`src/rtl/regfile_exec_ctrl.sv`:
```
// Execution / write-back sequencer for an 8x8 register bank.
// Takes one instruction per cycle, reads both operands from the bank
// combinationally, holds them in a one-entry EX stage and writes the result
// back on the following edge. A multicycle CLR sweeps zeros through the
// write port.
module regfile_exec_ctrl #(
  parameter int DW = 8,
  parameter int AW = 3
) (
  input  logic          clk,
  input  logic          reset,
  input  logic          in_valid,
  output logic          in_ready,
  input  logic [2:0]    in_op,
  input  logic [AW-1:0] in_rd,
  input  logic [AW-1:0] in_rs1,
  input  logic [AW-1:0] in_rs2,
  input  logic [DW-1:0] in_imm,
  output logic [AW-1:0] addr_r1,
  output logic [AW-1:0] addr_r2,
  input  logic [DW-1:0] rx,
  input  logic [DW-1:0] ry,
  output logic [AW-1:0] addr_w,
  output logic [DW-1:0] data_w,
  output logic          w_r,
  output logic          done,
  output logic          zero,
  output logic          carry
);

  localparam int NREGS = 2 ** AW;
  localparam logic [AW-1:0] CNT_LAST = AW'(NREGS - 1);

  typedef enum logic [2:0] {
    OP_CLR = 3'd0,
    OP_LDI = 3'd1,
    OP_MOV = 3'd2,
    OP_ADD = 3'd3,
    OP_SUB = 3'd4,
    OP_AND = 3'd5,
    OP_OR  = 3'd6,
    OP_XOR = 3'd7
  } op_e;

  typedef enum logic {
    ST_RUN   = 1'b0,
    ST_CLEAR = 1'b1
  } state_e;

  state_e        state_q;
  logic          ex_v_q;
  op_e           ex_op_q;
  logic [AW-1:0] ex_rd_q;
  logic [DW-1:0] ex_a_q;
  logic [DW-1:0] ex_b_q;
  logic [DW-1:0] ex_imm_q;
  logic [AW-1:0] cnt_q;
  logic          zero_q;
  logic          carry_q;

  logic [DW-1:0] ex_res;
  logic [DW:0]   add_full;
  logic          sub_borrow;
  logic [DW-1:0] op_a_d;
  logic [DW-1:0] op_b_d;
  logic          accept;

  // Handshake and read-port addressing are purely combinational.
  assign in_ready = !reset && (state_q == ST_RUN);
  assign accept   = in_valid && in_ready;
  assign addr_r1  = in_rs1;
  assign addr_r2  = in_rs2;
  assign zero     = zero_q;
  assign carry    = carry_q;

  // A result still sitting in EX has not reached the bank yet, so a
  // dependent instruction must take it directly instead of the stale read.
  assign op_a_d = (ex_v_q && (ex_rd_q == in_rs1)) ? ex_res : rx;
  assign op_b_d = (ex_v_q && (ex_rd_q == in_rs2)) ? ex_res : ry;

  assign add_full   = {1'b0, ex_a_q} + {1'b0, ex_b_q};
  assign sub_borrow = ex_a_q < ex_b_q;

  // EX-stage ALU: result of the captured instruction, modulo 2**DW.
  always_comb begin
    // NOTE: assigning a default first guarantees no latch is inferred.
    ex_res = '0;
    case (ex_op_q)
      OP_LDI:  ex_res = ex_imm_q;
      OP_MOV:  ex_res = ex_a_q;
      OP_ADD:  ex_res = add_full[DW-1:0];
      OP_SUB:  ex_res = ex_a_q - ex_b_q;
      OP_AND:  ex_res = ex_a_q & ex_b_q;
      OP_OR:   ex_res = ex_a_q | ex_b_q;
      OP_XOR:  ex_res = ex_a_q ^ ex_b_q;
      default: ex_res = '0;
    endcase
  end

  // Write-port drive: EX write-back in RUN, zero sweep in CLEAR, silent in reset.
  always_comb begin
    w_r    = 1'b0;
    done   = 1'b0;
    addr_w = '0;
    data_w = '0;
    if (!reset) begin
      if (state_q == ST_CLEAR) begin
        w_r    = 1'b1;
        addr_w = cnt_q;
        data_w = '0;
        done   = (cnt_q == CNT_LAST);
      end else begin
        w_r    = ex_v_q;
        addr_w = ex_rd_q;
        data_w = ex_res;
        done   = ex_v_q;
      end
    end
  end

  // Sequencer state, EX-stage capture, CLR counter and result flags.
  always_ff @(posedge clk) begin
    if (reset) begin
      state_q  <= ST_RUN;
      ex_v_q   <= 1'b0;
      ex_op_q  <= OP_CLR;
      ex_rd_q  <= '0;
      ex_a_q   <= '0;
      ex_b_q   <= '0;
      ex_imm_q <= '0;
      cnt_q    <= '0;
      zero_q   <= 1'b0;
      carry_q  <= 1'b0;
    end else begin
      // NOTE: non-blocking assignments so every register sees pre-edge values.
      ex_v_q <= 1'b0;
      case (state_q)
        ST_RUN: begin
          if (ex_v_q) begin
            zero_q <= (ex_res == '0);
            if (ex_op_q == OP_ADD) begin
              carry_q <= add_full[DW];
            end else if (ex_op_q == OP_SUB) begin
              carry_q <= sub_borrow;
            end
          end
          if (accept) begin
            if (op_e'(in_op) == OP_CLR) begin
              state_q <= ST_CLEAR;
              cnt_q   <= '0;
            end else begin
              ex_v_q   <= 1'b1;
              ex_op_q  <= op_e'(in_op);
              ex_rd_q  <= in_rd;
              ex_a_q   <= op_a_d;
              ex_b_q   <= op_b_d;
              ex_imm_q <= in_imm;
            end
          end
        end
        ST_CLEAR: begin
          if (cnt_q == CNT_LAST) begin
            state_q <= ST_RUN;
            cnt_q   <= '0;
            zero_q  <= 1'b1;
            carry_q <= 1'b0;
          end else begin
            cnt_q <= cnt_q + AW'(1);
          end
        end
        default: state_q <= ST_RUN;
      endcase
    end
  end

endmodule

```
`config.mk`:
```
export PLATFORM = sky130hd
export DESIGN_NAME = regfile_exec_ctrl
export DESIGN_NICKNAME = d
export VERILOG_FILES = /design/src/rtl/regfile_exec_ctrl.sv
export SDC_FILE = /design/constraint.sdc
export NUM_CORES = 1
export LEC_CHECK = 0
export ABC_CLOCK_PERIOD_IN_PS = 3000
export CAP_MARGIN = 15
export CORE_MARGIN = 4
export CORE_UTILIZATION = 53
export DETAILED_ROUTE_END_ITERATION = 7
export GPL_ROUTABILITY_DRIVEN = 0
export PLACE_DENSITY_LB_ADDON = 0.1
export SYNTH_ARGS = -nofsm -noshare
export SYNTH_HDL_FRONTEND = slang
export SYNTH_SLANG_ARGS = --single-unit
```
`constraint.sdc`:
```
create_clock -name clk -period 3 [get_ports clk]
set_input_delay 0.6 -clock clk [delete_from_list [all_inputs] [get_ports clk]]
set_output_delay 0.6 -clock clk [all_outputs]
set_load 0.05 [all_outputs]
```
Word-level counts from Yosys, hierarchy flattened
Cells that the tools add are included.
{"block": "word_totals", "out_inout_bits": 22, "register_bits": 37}
{"block": "classes", "muxes": 28, "addsub": 3, "n_eq_ne": 15, "n_bitwise": 6, "order_cmp": 1, "reduce_logical": 12}
{"cell": "$pmux 8 s7", "n": 1}
{"cell": "$mux 8", "n": 4}
{"cell": "$eq 3x3->1 const B", "n": 5}
{"cell": "$mux 3", "n": 5}
{"cell": "$mux 1", "n": 14}
{"cell": "$add 8x8->9", "n": 1}
{"cell": "$and 8x8->8", "n": 1}
{"cell": "$logic_not 8->1", "n": 1}
{"cell": "$lt 8x8->1", "n": 1}
{"cell": "$or 8x8->8", "n": 1}
{"cell": "$sub 8x8->8", "n": 1}
{"cell": "$xor 8x8->8", "n": 1}
{"cell": "$eq 3x2->1 const B", "n": 2}
{"cell": "$eq 3x3->1", "n": 2}
{"cell": "$pmux 1 s2", "n": 3}
{"cell": "$pmux 3 s2", "n": 1}
{"cell": "$reduce_and 3->1", "n": 2}
{"cell": "$logic_and 1x1->1", "n": 4}
{"cell": "$ne 2x1->1 const B", "n": 2}
{"cell": "$ne 2x2->1 const B", "n": 2}
{"cell": "$reduce_and 2->1", "n": 2}
{"cell": "$add 3x1->3 const B", "n": 1}
{"cell": "$eq 3x1->1 const B", "n": 1}
{"cell": "$logic_not 3->1", "n": 1}
{"cell": "4 further kinds", "n": 6}

Logic depth before layout (Yosys ltp)
{"block": "depth", "depth_word": 5, "depth_mapped": 10, "ltp_nobuf": 10}

Worst setup path before layout
OpenSTA, ideal clock, no wires.
{"block": "synth_path", "path_kind": "register to output", "start": "register ex_a_q[0]", "end": "output data_w[6]", "t_required_ns": 2.400, "stages_incl_launch_ff": 10, "path_buffers": 0, "arrival_ns": 2.483, "slack_ns": -0.083, "cell_sequence": "dfxtp_1 > inv_1 > ha_1 > fa_1 > nor2_1 > o221ai_1 > o32ai_1 > nor2_1 > o22a_1 > nor2_1"}
{"block": "synth_via", "elab_chain_len": 4, "elab_cells_between_ends": 5}
{"item": "start, declared", "line_no": "54", "rtl": "logic [DW-1:0] ex_a_q;"}
{"item": "start signal, assigned", "line_no": "155", "rtl": "ex_a_q <= op_a_d;"}
{"item": "$sub 8x8->8 / $add 8x8->9 (equally long branches)", "line_no": "92, 81"}
{"item": "$pmux 8 s7 (*)", "line_no": "88", "rtl": "case (ex_op_q)"}
{"item": "$mux 8 (*)", "line_no": "107", "rtl": "if (state_q == ST_CLEAR) begin"}
{"item": "$mux 8 (*)", "line_no": "106", "rtl": "if (!reset) begin"}
{"item": "end, declared", "line_no": "24", "rtl": "output logic [DW-1:0] data_w,"}
Mark *: on every way between the ends. The rest lies on a longest branch, timed or not.

Worst setup path after layout
{"block": "layout_path", "start": "register ex_b_q[3]", "end": "output data_w[7]"}
{"block": "layout_via", "elab_chain_len": 4, "elab_cells_between_ends": 5}
{"item": "start, declared", "line_no": "55", "rtl": "logic [DW-1:0] ex_b_q;"}
{"item": "start signal, assigned", "line_no": "156", "rtl": "ex_b_q <= op_b_d;"}
{"item": "$sub 8x8->8 / $add 8x8->9 (equally long branches)", "line_no": "92, 81"}
{"item": "$pmux 8 s7 (*)", "line_no": "88"}
{"item": "$mux 8 (*)", "line_no": "107"}
{"item": "$mux 8 (*)", "line_no": "106"}
Marks and branches as above.

==> summary.md <==
| Metric | Value |
|---|---|
| Status | complete, but fails checks |
| Failing checks | negative setup slack |
| Port Buffers | 60 |
| Setup CP Type | reg -> out |
| Initial Util | between 50% and 60% |
| DR WL/cell | 17.25 µm |
| Clock sink count | 37 |
| Fin util | between 70 and 80% |
| Top FF cell, synth | dfxtp_1 |
| Worst EP required | around 2.4 ns |
| Mapped Area | 0.003125 mm² |
| PD cells | just under 400 mW/mm² |
| Chip width | between 80 and 90 µm |
| HPWL Detailed | roughly 7000 µm |
| Kind of end point of the critical path | primary output |
| Vias per inst | between 5 and 6 |
| Number of DRC markers in iteration 0 | approximately 260 |
| Syn_nets | between 400 and 500 |
| Post-synth EDFFs | 0 |
| Fmax | 326.7 MHz |
| Slowest cell on the critical path | or4_1 |
| VDD IR max | about 280 µV |
| Tmin final | between 3 and 4 ns |
| Number of nets with antenna violations after routing | 0 |
| Async S/R FF share, synth | 0% |
| Core box area | between 0.005 and 0.006 mm² |
| Largest net degree at the start of global routing | 27 |
| Final nets | 545 |
| # diodes | 0 |
| Synthesis-stage register bit count | 37 |
| Layout area overhead | 38.51% |
| Die area | slightly above 0.007 mm² |
| Slew Limit Fails | 0 |
| Clk_skew | roughly 0.0087 ns |
| Top-area cell type share of the netlist area | a little under a quarter |
| Row cnt | 27 |
| Final Hold Viols | 0 |
| CTS buffer count | 5 |
| H-tree depth | 2 |
| WL met2 | 4401 µm |
| Ports | 61 |
| Yosys cell types | 61 |
| Clk buf depth | 2 |
| Share of cells above drive strength 1 | between 20% and 30% |
| Critical Path AT | ~2.5 ns |
| Commonest cells in the netlist | nor2_1, a21oi_1, nand2_1 |
| CP Launch Type | flip-flop |
| Routed length on met3 | ~730 µm |
| Synth area leader | dfxtp_1 |
| Final WS setup | -0.06138 ns |
| Actual slew at the worst max-slew pin | approximately 0.51 ns |
| Gr usage total | 26.03% |
| GRT overflow | 0 |
| Clock latency on the worst-skew pair | between 0.2 and 0.3 ns |
| Seq/Total Area, Yosys | between 20% and 30% |
| Max stage delay on crit path | 0.52 ns |
| LEAKAGE | 1.680 nW |
| Vias in the first global route | approximately 3200 |
| Root Driver | clkbuf_8 |
| Cells along the critical path | inv_1, ha_1, or4_1, o22a_1, a22o_1, o21ai_4, nor2_2, buf_12 |
| Slew margin rel. | roughly two thirds |
| Highest routed layer | met4 |
| Syn Area/Cell | around 7.6 µm² |
| CTS tree | done |
| Fin cells | between 500 and 600 |
| Dominant cells by area after synthesis | dfxtp_1, ha_1, a21oi_1, nor2_1, nand2_1 |
| DRC errors left | 0 |
| Filler cell count | 422 |
| CP max FO | 5 |
| Yosys warnings | 0 |
| Fin Setup TNS | -0.08700 ns |
| Routed WL | between 9000 and 10000 µm |
| Tcrit/Tclk final | 102.0% |
| Clk pin slew, worst setup/hold paths | 0.08 ns |
| DP Cell Count | about 530 |
| Die Height | between 80 and 90 µm |
| Syn Inst Count | 413 |
| Max_cap viols | 0 |
| Post-CTS Hold Buffers | 0 |
| First-pass GRT wire length | between 15000 and 20000 µm |
| Unrepaired setup endpoints after global routing | true |
| TritonRoute pass-1 iters | 7 |
| M1 WL | ~4200 µm |
| Detailed-route via count | roughly 3200 |
| Hold crit path type | reg -> reg |
| Antenna violations before repair | 0 |
| Final setup violation count | 2 |
| Dominant cell by count in the synthesized netlist | nor2_1 |
repair_timing:
action | 4_1_cts | 5_1_grt
resized for setup | 25 | 24
endpoints found under the setup margin | 6 | 7
setup buffers | 7 | 3
pin swaps | 15 | 10
routing by layer:
metal | GRT usage, % | vias up
li1 | - | 1578
met1 | 34.40 | 1511
met2 | 41.35 | 128
met3 | 6.968 | 23
met4 | 8.058 | 0
met5 | 0 | -
layout make-up:
| class | count | area (µm²) | area share, % |
|---|---|---|---|
| sequential | 37 | 765.7 | 17.69 |
| timing repair buffer | 89 | 958.4 | 22.14 |
| clock buffer | 5 | 68.82 | 1.590 |
| clock inverter | 3 | 65.06 | 1.503 |
| multi-input combinational | 318 | 2280 | 52.66 |
| tap | 72 | 90.09 | 2.081 |
| inverter | 27 | 101.3 | 2.341 |
logic make-up after synthesis:
family,Yosys count,share of synthesized area [%]
and+or+nand+nor,142,21.06
AOI/OAI and AO/OA,123,26.38
buffers and inverters,58,9.087
DFF,37,23.70
adders and majority gates,28,11.69
muxes,15,5.284
xor gates and xnor gates,10,2.802
worst paths after layout:
check	startpoint	to	slack, ns	cells past startpoint
worst max-delay path	ex_b_q[3]	data_w[7]	-0.06	8
worst min-delay path	ex_imm_q[0]	ex_imm_q[0]	0.47	2
worst max register to register	ex_b_q[0]	zero	0.43	11
worst min register to register	ex_imm_q[0]	ex_imm_q[0]	0.47	2
report_power, final:
group | leakage (nW) | switching (W) | internal, W
Combinational | 1.30 | 0.000327 | 0.000277
Clock | 0.0681 | 0.000186 | 0.000330
Sequential | 0.308 | 0.0000324 | 0.000516
stage by stage:
| stage | cell area, µm² | worst slack (ns) | hold WS [ns] | power (W) |
|---|---|---|---|---|
| after floorplan | 3128 | 0.1049 | 0.4338 | 0.0008936 |
| after CTS | 4189 | -0.06074 | 0.4737 | 0.001637 |
| after detailed placement | 3919 | 0.08040 | 0.4627 | 0.001090 |
| after global routing | 4329 | -0.1276 | 0.4925 | 0.001750 |
| after global placement | 3919 | 0.1321 | 0.4475 | 0.001080 |
| final | 4329 | -0.06138 | 0.4729 | 0.001669 |
flip-flops by register name (all words and copies together) (netlist names):
name,flops
ex_imm_q,8
state_q,1
ex_b_q,8
ex_op_q,3
ex_rd_q,3
ex_a_q,8
cnt_q,3
zero,1
ex_v_q,1
carry,1
cells in the final DEF (no fill, tap or decap), types with 4 or more instances in the layout:
cell,count
a22oi_1,5
clkdlybuf4s50_1,46
dfxtp_4,5
mux2i_1,12
nand2_1,41
nor2b_1,5
buf_4,29
nor3_1,9
dfxtp_1,27
o31ai_1,5
a21o_1,5
ha_1,18
xor2_1,5
buf_12,14
nand2b_1,11
or3_1,4
nand3_1,9
o21ai_0,12
nor2_2,5
a21oi_1,41
o22ai_1,4
inv_2,6
xnor2_1,4
nor2_1,42
clkbuf_8,5
ha_4,6
a211oi_1,10
dfxtp_2,5
o21ai_1,8
inv_1,21
worst max-delay path, delay by kind of cell, from the launching register on:
kind	cells	cell delay [ns]
AOI/OAI and AO/OA	3	0.73
and+or+nand+nor	2	0.59
DFF	1	0.35
adders and majority gates	1	0.26
buffers and inverters	2	0.23
(Power assumes the default switching activity.)
